`config.mk`:
```
export PLATFORM = sky130hd
export DESIGN_NAME = ex_stage
export DESIGN_NICKNAME = d
export VERILOG_FILES = /design/src/rtl/ex_stage.sv
export SDC_FILE = /design/constraint.sdc
export NUM_CORES = 1
export LEC_CHECK = 0
export CAP_MARGIN = 25
export CORE_MARGIN = 2
export CORE_UTILIZATION = 40
export DETAILED_ROUTE_END_ITERATION = 12
export SKIP_CTS_REPAIR_TIMING = 1
export SLEW_MARGIN = 0
export SYNTH_ARGS = -nofsm -noshare
export SYNTH_HDL_FRONTEND = slang
export SYNTH_SLANG_ARGS = --single-unit
```
`constraint.sdc`:
```
create_clock -name clk -period 17.8 [get_ports clk]
set_input_delay 1.78 -clock clk [delete_from_list [all_inputs] [get_ports clk]]
set_output_delay 1.78 -clock clk [all_outputs]
set_load 0.1 [all_outputs]
```
`src/rtl/ex_stage.sv`:
```
// -----------------------------------------------------------------------------
// ex_stage
// Execute stage of a 5-stage pipeline that can also ship ALU results onto a
// NoC through a one-entry flit buffer.
//
// Ports
//   clk, rst                 rising-edge clock, async active-high reset
//   Jump_E/Beq_E/Bneq_E      control-flow type of the EX instruction
//   RegW_enable_E            register write request
//   ALU_src_E                1: srcB = extend_out_E, 0: srcB = rd2_E
//   ALU_control_E[3:0]       ALU operation
//   Mem_Write_E              store request
//   Result_src_E             writeback mux select, passed through
//   rd1_E, rd2_E             register operands (rd2_E is also store data)
//   Radd_E[4:0]              destination register
//   extend_out_E             sign/zero-extended immediate
//   PC_E                     address of the EX instruction
//   dest_add_E[1:0]          NoC destination node
//   proc_valid_E             EX instruction is valid
//   alu_out_E                EX instruction sends its ALU result to the NoC
//   noc_ready_in             router accepts the flit this cycle
//   *_M outputs              EX/MEM pipeline register
//   PC_src_E, PC_target_E    combinational PC redirect
//   stall_E                  combinational; upstream must hold the EX instr
//   noc_valid, noc_flit      flit buffer full / flit {dest, data}
//
// Handshake: a flit transfers on any cycle where noc_valid=1 and
// noc_ready_in=1. While noc_valid=1 and noc_ready_in=0, noc_flit is held
// stable. noc_valid is exactly "send FSM is in FULL", so it also serves as
// the observable FSM state.
// -----------------------------------------------------------------------------
module ex_stage (
  input  logic        clk,
  input  logic        rst,
  input  logic        Jump_E,
  input  logic        Beq_E,
  input  logic        Bneq_E,
  input  logic        RegW_enable_E,
  input  logic        ALU_src_E,
  input  logic [3:0]  ALU_control_E,
  input  logic        Mem_Write_E,
  input  logic        Result_src_E,
  input  logic [31:0] rd1_E,
  input  logic [31:0] rd2_E,
  input  logic [4:0]  Radd_E,
  input  logic [31:0] extend_out_E,
  input  logic [31:0] PC_E,
  input  logic [1:0]  dest_add_E,
  input  logic        proc_valid_E,
  input  logic        alu_out_E,
  input  logic        noc_ready_in,
  output logic [31:0] ALU_result_M,
  output logic [31:0] WriteData_M,
  output logic [4:0]  Radd_M,
  output logic        RegW_enable_M,
  output logic        Mem_Write_M,
  output logic        Result_src_M,
  output logic        PC_src_E,
  output logic [31:0] PC_target_E,
  output logic        stall_E,
  output logic        noc_valid,
  output logic [33:0] noc_flit
);

  typedef enum logic {
    S_IDLE = 1'b0,
    S_FULL = 1'b1
  } send_state_t;

  send_state_t r_state, w_state_next;

  logic [31:0] w_srcb;
  logic [31:0] w_alu_result;
  logic [4:0]  w_shamt;
  logic        w_zero;
  logic        w_send_req;
  logic        w_load;
  logic        w_bubble;
  logic [33:0] r_flit;

  // ---------------------------------------------------------------------------
  // ALU
  // ---------------------------------------------------------------------------
  assign w_srcb  = ALU_src_E ? extend_out_E : rd2_E;
  assign w_shamt = w_srcb[4:0];

  always_comb begin
    w_alu_result = 32'd0;
    case (ALU_control_E)
      4'b0000: w_alu_result = rd1_E + w_srcb;
      4'b0001: w_alu_result = rd1_E - w_srcb;
      4'b0010: w_alu_result = rd1_E & w_srcb;
      4'b0011: w_alu_result = rd1_E | w_srcb;
      4'b0100: w_alu_result = rd1_E ^ w_srcb;
      4'b0101: w_alu_result = ~(rd1_E | w_srcb);
      4'b0110: w_alu_result = {31'd0, $signed(rd1_E) < $signed(w_srcb)};
      4'b0111: w_alu_result = {31'd0, rd1_E < w_srcb};
      4'b1000: w_alu_result = rd1_E << w_shamt;
      4'b1001: w_alu_result = rd1_E >> w_shamt;
      4'b1010: w_alu_result = 32'($signed(rd1_E) >>> w_shamt);
      4'b1011: w_alu_result = {w_srcb[15:0], 16'd0};
      default: w_alu_result = 32'd0;
    endcase
  end

  assign w_zero = (w_alu_result == 32'd0);

  // ---------------------------------------------------------------------------
  // Branch / jump redirect
  // ---------------------------------------------------------------------------
  // A stalled instruction is replayed next cycle, so it must not redirect yet.
  assign PC_src_E = proc_valid_E & ~stall_E &
                    (Jump_E | (Beq_E & w_zero) | (Bneq_E & ~w_zero));

  assign PC_target_E = Jump_E ? {PC_E[31:28], extend_out_E[25:0], 2'b00}
                              : PC_E + 32'd4 + (extend_out_E << 2);

  // ---------------------------------------------------------------------------
  // NoC send FSM
  // ---------------------------------------------------------------------------
  assign w_send_req = proc_valid_E & alu_out_E;

  // Only blocked case: buffer occupied, router not taking it, new send waiting.
  assign stall_E = (r_state == S_FULL) & ~noc_ready_in & w_send_req;

  // In IDLE, or FULL with the old flit leaving this cycle, a send loads.
  assign w_load = w_send_req & ~stall_E;

  always_comb begin
    w_state_next = r_state;
    case (r_state)
      S_IDLE: if (w_send_req) w_state_next = S_FULL;
      S_FULL: if (noc_ready_in && !w_send_req) w_state_next = S_IDLE;
      default: w_state_next = S_IDLE;
    endcase
  end

  always_ff @(posedge clk or posedge rst) begin
    if (rst) begin
      r_state <= S_IDLE;
      r_flit  <= 34'd0;
    end else begin
      r_state <= w_state_next;
      if (w_load) r_flit <= {dest_add_E, w_alu_result};
    end
  end

  assign noc_valid = (r_state == S_FULL);
  assign noc_flit  = r_flit;

  // ---------------------------------------------------------------------------
  // EX/MEM register
  // ---------------------------------------------------------------------------
  assign w_bubble = ~proc_valid_E | stall_E;

  always_ff @(posedge clk or posedge rst) begin
    if (rst) begin
      ALU_result_M  <= 32'd0;
      WriteData_M   <= 32'd0;
      Radd_M        <= 5'd0;
      RegW_enable_M <= 1'b0;
      Mem_Write_M   <= 1'b0;
      Result_src_M  <= 1'b0;
    end else begin
      // Data fields are don't-care in a bubble, so they load unconditionally.
      ALU_result_M  <= w_alu_result;
      WriteData_M   <= rd2_E;
      Radd_M        <= Radd_E;
      Result_src_M  <= Result_src_E;
      RegW_enable_M <= RegW_enable_E & ~w_bubble;
      Mem_Write_M   <= Mem_Write_E & ~w_bubble;
    end
  end

endmodule

```
==> impl_metrics.sql, run 1 <==
INSERT INTO impl_metrics (metric_group, metric, value, unit) VALUES
('clock_network', 'numClockSinks', '107', ''),
('synthesis', 'synth_fp_nets', '2197', ''),
('die', 'num_rows', '72', ''),
('die', 'floorplan.core_area', '0.0387', 'sq mm'),
('global_route', 'antenna_violations_before_repair', '1', ''),
('global_route', 'vias_in_the_first_global_route', '17100', ''),
('timing', 'max-slew-margin-rel', '25.6', '%'),
('worst_setup_path', 'arrival_time_reported_for_the_critical_path_endpoint', '9.13', 'ns'),
('worst_setup_path', 'critical_path.max_fanout', '50', ''),
('timing', 'report.final.setup_viol', '0', ''),
('timing', 'period_share', '61.3', '%'),
('synthesis', 'syn_inst', '1882', ''),
('global_route', 'grt_pass1_wl', '110', 'mm'),
('routing', 'via_count', '17300', ''),
('worst_setup_path', 'critPathKind', 'input port to output port', ''),
('clock_network', 'clock_tree_root', 'clkbuf_16', ''),
('synthesis', 'synthFlopType', 'dfrtp_1', ''),
('worst_setup_path', 'reg2reg_slack', '16.20', 'ns'),
('synthesis', 'netlist_area', '0.0157', 'sq mm'),
('global_route', 'grt_max_degree', '63', ''),
('place', 'place.detailed.instances', '2597', ''),
('synthesis', 'synth.yosys.warnings', '0', ''),
('timing', 'timing.setup.tns', '0', 'ns'),
('synthesis', 'synth-seq-cells', '107', ''),
('status', 'run_status', 'complete, no violations', ''),
('final_layout', 'area.growth.synth_to_final', '23.3', '%'),
('worst_setup_path', 'critical-path-top-cell-by-count', 'buf_4', ''),
('worst_setup_path', 'r2r-end', 'noc_flit[3]', ''),
('synthesis', 'synth_seq_area_share', '17.0', '%'),
('flow_run', 'drv.max_cap_violation_count', '0', ''),
('global_route', 'grt_overflow_total', '0', ''),
('synthesis', 'synth-edff-count', '0', ''),
('die', 'floorplan.initialDensity', '40.6', '%'),
('clock_network', 'tritoncts', 'yes', ''),
('die', 'chipHeight', '202', 'um'),
('pwr', 'clockPowerShare', '13.5', '%'),
('routing', 'detailedRoute.firstIterationViolations', '1797', ''),
('worst_setup_path', 'worst_path_largest_cell_delay', '1.16', 'ns'),
('place', 'place.port_buffers', '291', ''),
('final_layout', 'post_route_cells_drive_above_1_share', '10.3', '%'),
('worst_setup_path', 'r2r.worst_path.cells', '4', ''),
('timing', 'post-route-min-period', '10.91', 'ns'),
('global_route', 'global_route.usage.total', '35.5', '%'),
('worst_setup_path', 'critical_path_required', '16.02', 'ns'),
('routing', 'route.antenna.remaining_nets', '0', ''),
('routing', 'post_detailed_route_drc_marker_count', '0', ''),
('worst_setup_path', 'worst_setup_path_start_kind', 'input port', ''),
('hold_path', 'min_from', 'noc_flit[33]', ''),
('timing', 'slew_viol_final', '0', ''),
('final_layout', 'layoutNonFillerInstCount', '2614', ''),
('routing', 'drt_pre_antenna_iters', '6', ''),
('worst_setup_path', 'timing.critical_path.to', 'PC_src_E', ''),
('pwr', 'max-vdd-ir-drop', '0.0622', 'mV'),
('synthesis', 'async_reset_ff_share', '100', '%'),
('clock_network', 'insertion_delay', '0.40', 'ns'),
('worst_setup_path', 'critical_path.top_delay_family', 'buffers and inverters', ''),
('routing', 'wl_per_cell', '28.3', 'um'),
('routing', 'routed_wirelength', '74.0', 'mm'),
('routing', 'via_per_inst', '6.62', ''),
('final_layout', 'final.fill_count', '3802', ''),
('place', 'gpl.final_weighted_congestion', '1.03', ''),
('worst_setup_path', 'crit_start', 'ALU_src_E', ''),
('clock_network', 'clock_slew_at_the_register_clock_pins_of_the_worst_setup_and_hold_paths', '0.08', 'ns'),
('pwr', 'sequentialPowerShare', '18.6', '%'),
('place', 'dp_slack', '6.91', 'ns'),
('pwr', 'power_switching', '0.000910', 'W'),
('worst_setup_path', 'critical_path_buf_inv_count', '5', ''),
('pwr', 'pwr-share-comb', '67.9', '%'),
('die', 'fp.dieArea', '0.0409', 'sq mm'),
('pwr', 'p_per_area', '82.7', 'mW/mm^2'),
('synthesis', 'synthesis.area_per_instance', '8.36', 'sq um');
==> sequential cells by signal, summed over array words and instances, names as in the netlist <==
register and cells:
Radd_M 5, Result_src_M 1, noc_flit 34, noc_valid 1
ALU_result_M 32, Mem_Write_M 1, WriteData_M 32, RegW_enable_M 1
==> power by group through the flow <==
stage	logic (W)	clock network [W]	registers (W)
2_1_floorplan	0.000472	0	0.000590
3_3_place_gp	0.00107	0	0.000303
3_5_place_dp	0.00107	0	0.000303
4_1_cts	0.00108	0.000223	0.000299
5_1_grt	0.00114	0.000232	0.000303
6_report	0.00109	0.000216	0.000298
==> worst min-delay path by stage <==
stage / end / cells past startpoint
after floorplan: noc_flit[9] / 2
after global placement: noc_flit[32] / 1
after detailed placement: noc_flit[33] / 1
after CTS: noc_flit[33] / 1
after global routing: noc_flit[33] / 1
final: noc_flit[33] / 1
==> layout by cell type, fill, tap and decap left out, drive strengths merged, types with 10 or more instances in the layout <==
master / synthesis / layout
a31oi: 28 / 28
inv: 109 / 114
mux2: 43 / 43
nor3: 48 / 48
or3: 14 / 14
xor2: 12 / 12
nand2: 142 / 142
dfrtp: 107 / 107
and3: 17 / 17
xnor2: 17 / 17
a221oi: 26 / 26
nand2b: 15 / 15
o211ai: 31 / 31
a21o: 27 / 27
o21ai: 113 / 113
o21a: 17 / 17
o221ai: 18 / 18
nor2b: 17 / 17
ha: 161 / 161
a221o: 10 / 10
nand3: 41 / 41
mux4: 67 / 67
nand4: 20 / 20
o22ai: 17 / 17
a211o: 10 / 10
a21oi: 139 / 139
clkdlybuf4s50: 0 / 289
a211oi: 31 / 31
mux2i: 96 / 96
o31ai: 16 / 16
buf: 34 / 47
a22oi: 15 / 15
nor2: 138 / 138
nor4: 16 / 16
and2: 12 / 12
o21bai: 15 / 15
==> metrics by stage <==
stage,util (%),cell area (sq um),hold WS [ns],total power [W]
3_3_place_gp,49.3,19100,0.491,0.00138
3_5_place_dp,49.3,19100,0.497,0.00138
5_1_grt,50.1,19400,0.527,0.00167
4_1_cts,50.1,19400,0.515,0.00160
6_report,50.1,19400,0.510,0.00160
2_1_floorplan,-,15700,1.01,0.00106
==> final cells by class <==
type	instances	area [sq um]	share of cell area (%)
Clock buffer	9	225	1.16
Clock inverter	7	77.6	0.400
Sequential cell	107	2680	13.8
Timing Repair Buffer	336	3250	16.8
Inverter	110	423	2.18
Tap cell	518	648	3.34
Antenna cell	1	2.50	0.0129
Multi-Input combinational cell	1526	12100	62.4
==> per-layer routing <==
metal / vias to the layer above / track usage (%) / share of wire (%)
li1: 7596 / - / -
met1: 8389 / 43.3 / 38
met2: 1104 / 57.7 / 45
met3: 222 / 9.50 / 10
met4: 0 / 18.3 / 6.1
met5: - / 0 / 0
==> kinds of logic after synthesis <==
kind of cell	share of synthesized area, %
compound gates	26.2
simple gates	16.3
buf+inv	6.54
mux	19.1
fa+ha+maj	13.2
flops	17.0
xor+xnor	1.61
==> cell usage after synthesis (16+ instances only) <==
cell type / number / area share [%]
a211oi_1: 31 / 1.5
a21o_1: 27 / 1.3
a21oi_1: 139 / 4.4
a221oi_1: 26 / 1.4
a31oi_1: 28 / 1.1
and3_1: 17 / 0.68
buf_2: 16 / 0.51
clkbuf_1: 105 / 2.5
dfrtp_1: 107 / 17
ha_1: 161 / 13
inv_1: 105 / 2.5
mux2_2: 43 / 3.1
mux2i_1: 93 / 5.9
mux4_2: 63 / 9.0
nand2_1: 142 / 3.4
nand3_1: 41 / 1.3
nand4_1: 20 / 0.80
nor2_1: 138 / 3.3
nor2b_1: 17 / 0.68
nor3_1: 48 / 1.5
o211ai_1: 30 / 1.4
o21a_1: 17 / 0.81
o21ai_0: 112 / 3.6
o221ai_1: 18 / 1.0
o22ai_1: 17 / 0.68
o31ai_1: 16 / 0.76
xnor2_1: 17 / 0.95
(Power assumes the default switching activity.)
==> run 2: changes to the inputs <==
clock period = 11 ns   (was 17.8 ns; I/O delays follow)
==> run 2 against run 1 <==
  * Total power rose by 63%
  * Sequential power rose by 62%
  * Die area did not move
  * Global-route usage rose by 1.2 points
  * Combinational power rose by 63%
  * Setup slack got worse by 4.9 ns
  * Flip-flop and latch count did not move
  * Register-to-register slack got worse by 6.8 ns
  * Final cell count rose by 0.11%
  * Count of clock-buffer cells in the layout did not move
  * Core utilization rose by 0.061 points
  * Via count fell by 0.38%
==> impl_metrics.sql, run 2 (synthesis results as in run 1) <==
INSERT INTO impl_metrics (metric_group, metric, value, unit) VALUES
('status', 'run_status', 'complete, no violations', ''),
('die', 'floorplan.die.width', '202', 'um'),
('final_layout', 'layoutNonFillerInstCount', '2617', ''),
('timing', 'report.final.setup_viol', '0', ''),
('final_layout', 'fin_nets', '2409', ''),
('routing', 'routed_wirelength', '76.4', 'mm'),
('global_route', 'global_route.usage.total', '36.7', '%'),
('timing', 'post-route-min-period', '8.97', 'ns'),
('pwr', 'sequentialPowerShare', '18.5', '%'),
('timing', 'timing.setup.tns', '0', 'ns'),
('clock_network', 'tritoncts', 'yes', ''),
('routing', 'wl_per_cell', '29.2', 'um'),
('place', 'gpl.final_weighted_congestion', '1.01', ''),
('timing', 'max-slew-margin-rel', '30.3', '%'),
('clock_network', 'numClockSinks', '107', ''),
('worst_setup_path', 'reg2reg_slack', '9.40', 'ns'),
('pwr', 'p_per_area', '134', 'mW/mm^2'),
('final_layout', 'final_common_cell', 'clkdlybuf4s50_1', ''),
('global_route', 'grt_max_degree', '60', ''),
('die', 'fp.dieArea', '0.0409', 'sq mm'),
('place', 'place.port_buffers', '291', ''),
('routing', 'drt_pre_antenna_iters', '8', ''),
('routing', 'detailedRoute.firstIterationViolations', '1791', ''),
('clock_network', 'clock_slew_at_the_register_clock_pins_of_the_worst_setup_and_hold_paths', '0.08', 'ns'),
('timing', 'timing.hold.ws', '0.512', 'ns'),
('worst_setup_path', 'arrival_time_reported_for_the_critical_path_endpoint', '7.87', 'ns'),
('die', 'floorplan.core_area', '0.0387', 'sq mm'),
('clock_network', 'number_of_cts_inserted_buffers', '9', ''),
('pwr', 'power.static_leakage', '8.13', 'nW'),
('timing', 'max_freq', '112', 'MHz'),
('clock_network', 'cts_htree_levels', '3', ''),
('worst_setup_path', 'critPathKind', 'input port to output port', ''),
('global_route', 'vias_in_the_first_global_route', '16900', ''),
('die', 'num_rows', '72', ''),
('clock_network', 'clock_tree_root', 'clkbuf_16', ''),
('worst_setup_path', 'r2r.worst_path.cells', '4', ''),
('pwr', 'pwr-share-comb', '68.0', '%'),
('clock_network', 'cts.path.max_buffers', '2', ''),
('pwr', 'p_int', '0.00113', 'W'),
('worst_setup_path', 'r2r_start', 'noc_valid', ''),
('clock_network', 'insertion_delay', '0.40', 'ns'),
('timing', 'rsz0062_at_grt', 'false', ''),
('die', 'floorplan.initialDensity', '40.6', '%'),
('routing', 'post_detailed_route_drc_marker_count', '0', ''),
('flow_run', 'drv.max_cap_violation_count', '0', ''),
('pwr', 'power_switching', '0.00149', 'W'),
('timing', 'tightest_slew', '1.04', 'ns'),
('die', 'chipHeight', '202', 'um'),
('worst_setup_path', 'worst_setup_path_start_kind', 'input port', ''),
('hold_path', 'hold_path_depth', '1', ''),
('worst_setup_path', 'critical_path_required', '9.90', 'ns'),
('pwr', 'max-vdd-ir-drop', '0.122', 'mV'),
('final_layout', 'area.growth.synth_to_final', '23.5', '%'),
('hold_path', 'hold_class', 'flop to flop', ''),
('hold_path', 'min_from', 'noc_flit[33]', ''),
('timing', 'period_share', '81.5', '%'),
('worst_setup_path', 'critical_path.endpoint_type', 'output port', ''),
('die', 'pin_count', '292', ''),
('final_layout', 'final_core_utilization', '50.2', '%'),
('final_layout', 'largest_register_ffs', '34', ''),
('routing', 'route.antenna.remaining_nets', '0', ''),
('timing', 'slew_viol_final', '0', ''),
('pwr', 'p_sw_share', '56.9', '%'),
('worst_setup_path', 'r2r-end', 'noc_flit[4]', ''),
('final_layout', 'insertedDiodeCount', '0', ''),
('place', 'place.detailed.instances', '2601', ''),
('timing', 'timing.clock.skew', '0.00776', 'ns'),
('global_route', 'grt_pass1_wl', '112', 'mm'),
('final_layout', 'mostFrequentLayoutCells', 'clkdlybuf4s50_1, ha_1, nand2_1, a21oi_1, nor2_1', ''),
('final_layout', 'post_route_cells_drive_above_1_share', '10.4', '%'),
('global_route', 'grt_overflow_total', '0', ''),
('hold_path', 'holdPathEnd', 'noc_flit[33]', ''),
('timing', 'report.final.hold_viol_count', '0', ''),
('place', 'post-dp-hpwl', '59.9', 'mm'),
('routing', 'via_per_inst', '6.59', ''),
('worst_setup_path', 'critical_path.max_fanout', '42', ''),
('global_route', 'antenna_violations_before_repair', '2', ''),
('routing', 'via_count', '17200', ''),
('pwr', 'clockPowerShare', '13.5', '%');
run 2: changes by cell type in the layout (fill, tap and decap cells not counted), sizes merged:
| cell | previous run | this run |
|---|---|---|
| buf | 47 | 51 |
| diode | 1 | 0 |
| clkinvlp | 1 | 0 |
| clkinv | 2 | 3 |
run 2: how the worst max path moves through the flow:
stage                     slack, ns       startpoint        to
after floorplan                2.38        ALU_src_E  PC_src_E
after global routing           1.75  extend_out_E[2]  PC_src_E
after detailed placement       2.16  extend_out_E[2]  PC_src_E
after CTS                      2.15  extend_out_E[2]  PC_src_E
final                          2.03  extend_out_E[2]  PC_src_E
after global placement         2.15         rd2_E[0]  PC_src_E
run 2: layout make-up:
type | instances | area (sq um)
fill | 3756 | 19300
clock buffer | 9 | 225
multi-input combinational | 1526 | 12100
clock inverter | 7 | 76.3
sequential | 107 | 2680
inverter | 110 | 423
tap | 518 | 648
timing repair buffer | 340 | 3280
run 2: metal layers:
metal  global-route usage (%)  part of all wire, %  vias up
met3                     7.76                  9.0      193
met4                     18.4                  5.5        2
li1                         -                    -     7618
met1                     45.9                   40     8369
met2                     60.0                   46     1064
met5                        0                0.016        -
run 2: through the flow:
| step | cell area (sq um) | worst slack, ns | power, W |
|---|---|---|---|
| 4_1_cts | 19400 | 2.15 | 0.00260 |
| 5_1_grt | 19400 | 1.75 | 0.00272 |
| 6_report | 19400 | 2.03 | 0.00261 |
| 2_1_floorplan | 15700 | 2.38 | 0.00172 |
| 3_3_place_gp | 19100 | 2.15 | 0.00224 |
| 3_5_place_dp | 19100 | 2.16 | 0.00224 |
run 2: power groups by stage:
stage | Clock, W | Combinational [W] | Sequential (W)
2_1_floorplan | 0 | 0.000763 | 0.000955
3_3_place_gp | 0 | 0.00174 | 0.000491
3_5_place_dp | 0 | 0.00175 | 0.000492
4_1_cts | 0.000366 | 0.00175 | 0.000484
5_1_grt | 0.000380 | 0.00185 | 0.000491
6_report | 0.000353 | 0.00178 | 0.000484
run 2: critical path, stage by stage:
cell and delay, ns:
clkdlybuf4s50_1 0.50, mux2i_4 0.57, buf_4 0.59, ha_1 0.36, nand2b_1 0.10, o311a_1 0.15
o221ai_1 0.48, o211ai_1 0.24, or4b_2 0.75, a311oi_2 0.45, nor4_1 0.11, a31o_2 0.23
a221o_1 0.41, nor4_4 0.30, nand4_1 0.13, a31oi_1 0.20, clkdlybuf4s50_1 1.16
==> run 3: changes to the inputs <==
clock period = 9.3 ns   (was 11 ns; I/O delays follow)
==> run 3 against run 2 <==
  * Combinational power grew 18%
  * Non-clock buffer count stayed put
  * Count of clock-buffer cells in the layout unchanged
  * Clock power up 29%
  * Final cell count unchanged
  * Core utilization is 0.055 points higher
  * Clock skew grew 0.0068 ns
  * Critical path depth decreased by 1
  * Critical endpoint unchanged
  * Highest routed layer unchanged
==> impl_metrics.sql, run 3 (synthesis results as in run 1) <==
INSERT INTO impl_metrics (metric_group, metric, value, unit) VALUES
('status', 'run_status', 'complete, no violations', ''),
('clock_network', 'cts.path.max_buffers', '2', ''),
('routing', 'routed_wirelength', '76.3', 'mm'),
('routing', 'drt_pre_antenna_iters', '8', ''),
('worst_setup_path', 'critical-path-top-cell-by-count', 'buf_4', ''),
('global_route', 'grt_max_degree', '62', ''),
('timing', 'rsz0062_at_grt', 'false', ''),
('die', 'floorplan.die.width', '202', 'um'),
('die', 'fp.dieArea', '0.0409', 'sq mm'),
('global_route', 'grt_overflow_total', '0', ''),
('final_layout', 'post_route_cells_drive_above_1_share', '10.5', '%'),
('final_layout', 'total_area_of_multi_input_combinational_cells', '0.0121', 'sq mm'),
('worst_setup_path', 'critical_path.slowest_cell', 'a211oi_1', ''),
('routing', 'post_detailed_route_drc_marker_count', '0', ''),
('pwr', 'power.static_leakage', '8.14', 'nW'),
('routing', 'wl_per_cell', '29.2', 'um'),
('hold_path', 'hold_class', 'flop to flop', ''),
('timing', 'period_share', '82.6', '%'),
('timing', 'post-route-min-period', '7.68', 'ns'),
('flow_run', 'drv.max_cap_violation_count', '0', ''),
('worst_setup_path', 'crit_path_cell_trace', 'buf_2 -> buf_4 -> mux2i_4 -> inv_2 -> buf_4 -> mux4_2 -> mux2i_1 -> o21bai_1 -> a211oi_1 -> nand3_1 -> o31a_1 -> or4_1 -> nor4_4 -> nand4_1 -> a31oi_1 -> buf_4', ''),
('clock_network', 'clock_tree_root', 'clkbuf_16', ''),
('worst_setup_path', 'worst_setup_path_start_kind', 'input port', ''),
('timing', 'finalWorstSetupSlack', '1.62', 'ns'),
('timing', 'report.final.hold_viol_count', '0', ''),
('clock_network', 'cts_htree_levels', '3', ''),
('timing', 'timing.clock.skew', '0.0145', 'ns'),
('die', 'floorplan.core_area', '0.0387', 'sq mm'),
('clock_network', 'tritoncts', 'yes', ''),
('place', 'dp_slack', '1.76', 'ns'),
('timing', 'report.final.setup_viol', '0', ''),
('final_layout', 'insertedDiodeCount', '0', ''),
('worst_setup_path', 'critical_path.endpoint_type', 'output port', ''),
('worst_setup_path', 'critical_path.max_fanout', '33', ''),
('final_layout', 'area.growth.synth_to_final', '23.6', '%'),
('final_layout', 'largest_register_ffs', '34', ''),
('timing', 'max-slew-margin-rel', '25.5', '%'),
('clock_network', 'number_of_cts_inserted_buffers', '9', ''),
('final_layout', 'final_common_cell', 'clkdlybuf4s50_1', ''),
('timing', 'max_freq', '130', 'MHz'),
('timing', 'slew_viol_final', '0', ''),
('global_route', 'antenna_violations_before_repair', '2', ''),
('global_route', 'vias_in_the_first_global_route', '17000', ''),
('global_route', 'global_route.usage.total', '36.8', '%'),
('place', 'place.port_buffers', '291', ''),
('final_layout', 'fin_nets', '2409', ''),
('clock_network', 'clock_slew_at_the_register_clock_pins_of_the_worst_setup_and_hold_paths', '0.07', 'ns'),
('timing', 'tightest_slew', '1.09', 'ns'),
('final_layout', 'ff_latch_area', '0.00268', 'sq mm'),
('worst_setup_path', 'worst_path_largest_cell_delay', '0.76', 'ns'),
('die', 'chipHeight', '202', 'um'),
('clock_network', 'numClockSinks', '107', ''),
('timing', 'timing.setup.tns', '0', 'ns'),
('die', 'floorplan.initialDensity', '40.6', '%'),
('pwr', 'p_per_area', '161', 'mW/mm^2'),
('worst_setup_path', 'critPathKind', 'input port to output port', ''),
('worst_setup_path', 'arrival_time_reported_for_the_critical_path_endpoint', '6.75', 'ns'),
('pwr', 'max-vdd-ir-drop', '0.179', 'mV'),
('final_layout', 'mostFrequentLayoutCells', 'clkdlybuf4s50_1, ha_1, nand2_1, a21oi_1, nor2_1', ''),
('place', 'gpl.final_weighted_congestion', '1.01', ''),
('place', 'post-dp-hpwl', '59.4', 'mm'),
('routing', 'detailedRoute.firstIterationViolations', '2008', ''),
('routing', 'via_per_inst', '6.63', ''),
('worst_setup_path', 'critical_path_required', '8.37', 'ns'),
('die', 'num_rows', '72', ''),
('routing', 'route.antenna.remaining_nets', '0', ''),
('clock_network', 'insertion_delay', '0.40', 'ns'),
('routing', 'via_count', '17300', ''),
('global_route', 'grt_pass1_wl', '113', 'mm'),
('final_layout', 'final.fill_count', '3774', ''),
('die', 'pin_count', '292', '');
-- run 3: changes by cell type in the layout (fill, tap and decap cells not counted), sizes merged --
cell           change
buf                +1
bufinv             +1
clkdlybuf4s50      -1
clkinv             -1
-- run 3: cell type report --
class | count | area share (%)
Sequential cell | 107 | 13.8
Timing Repair Buffer | 340 | 16.9
Multi-Input combinational cell | 1526 | 62.2
Tap cell | 518 | 3.33
Inverter | 110 | 2.17
Clock buffer | 9 | 1.16
Clock inverter | 7 | 0.502
-- run 3: per-stage QoR --
stage,hold WS (ns),instance area (sq um),util [%],instances,power [W]
finish,0.511,19500,50.2,2617,0.00313
global route,0.525,19500,50.2,2617,0.00325
floorplan,0.961,15700,-,1882,0.00203
CTS,0.516,19500,50.2,2617,0.00312
global placement,0.490,19100,49.3,2600,0.00264
detailed placement,0.496,19100,49.4,2601,0.00265
-- run 3: metal layers --
layer	up-vias	part of all wire, %	wire length (um)	track usage (%)
met4	4	6.1	4670	19.0
met1	8392	39	30000	46.7
met5	-	0.031	24	0
met3	231	9.9	7570	8.82
met2	1114	45	34000	58.3
li1	7606	-	-	-
-- run 3: power breakdown --
part | switching [W] | internal, W | total (W)
Clock | 0.000236 | 0.000221 | 0.000457
Combinational | 0.00150 | 0.000600 | 0.00210
Sequential | 0.0000356 | 0.000539 | 0.000574
Total | 0.00177 | 0.00136 | 0.00313
-- run 3: worst paths after layout --
check / end / startpoint / slack [ns] / cells after the start
max in group asynchronous: WriteData_M[30] / rst / 7.06 / 3
min: noc_flit[18] / noc_flit[18] / 0.51 / 1
min reg2reg: noc_flit[18] / noc_flit[18] / 0.51 / 1
min in group asynchronous: ALU_result_M[7] / rst / 0.98 / 2
max: PC_src_E / ALU_src_E / 1.62 / 16
max reg2reg: noc_flit[12] / noc_valid / 7.68 / 4
-- run 3: worst max-delay path: cells and delay by family --
family	cells	cell delay, ns
buffers and inverters	5	1.71
AND/OR/NAND/NOR	4	1.13
multiplexers	3	1.42
AO/OA/AOI/OAI	4	1.53
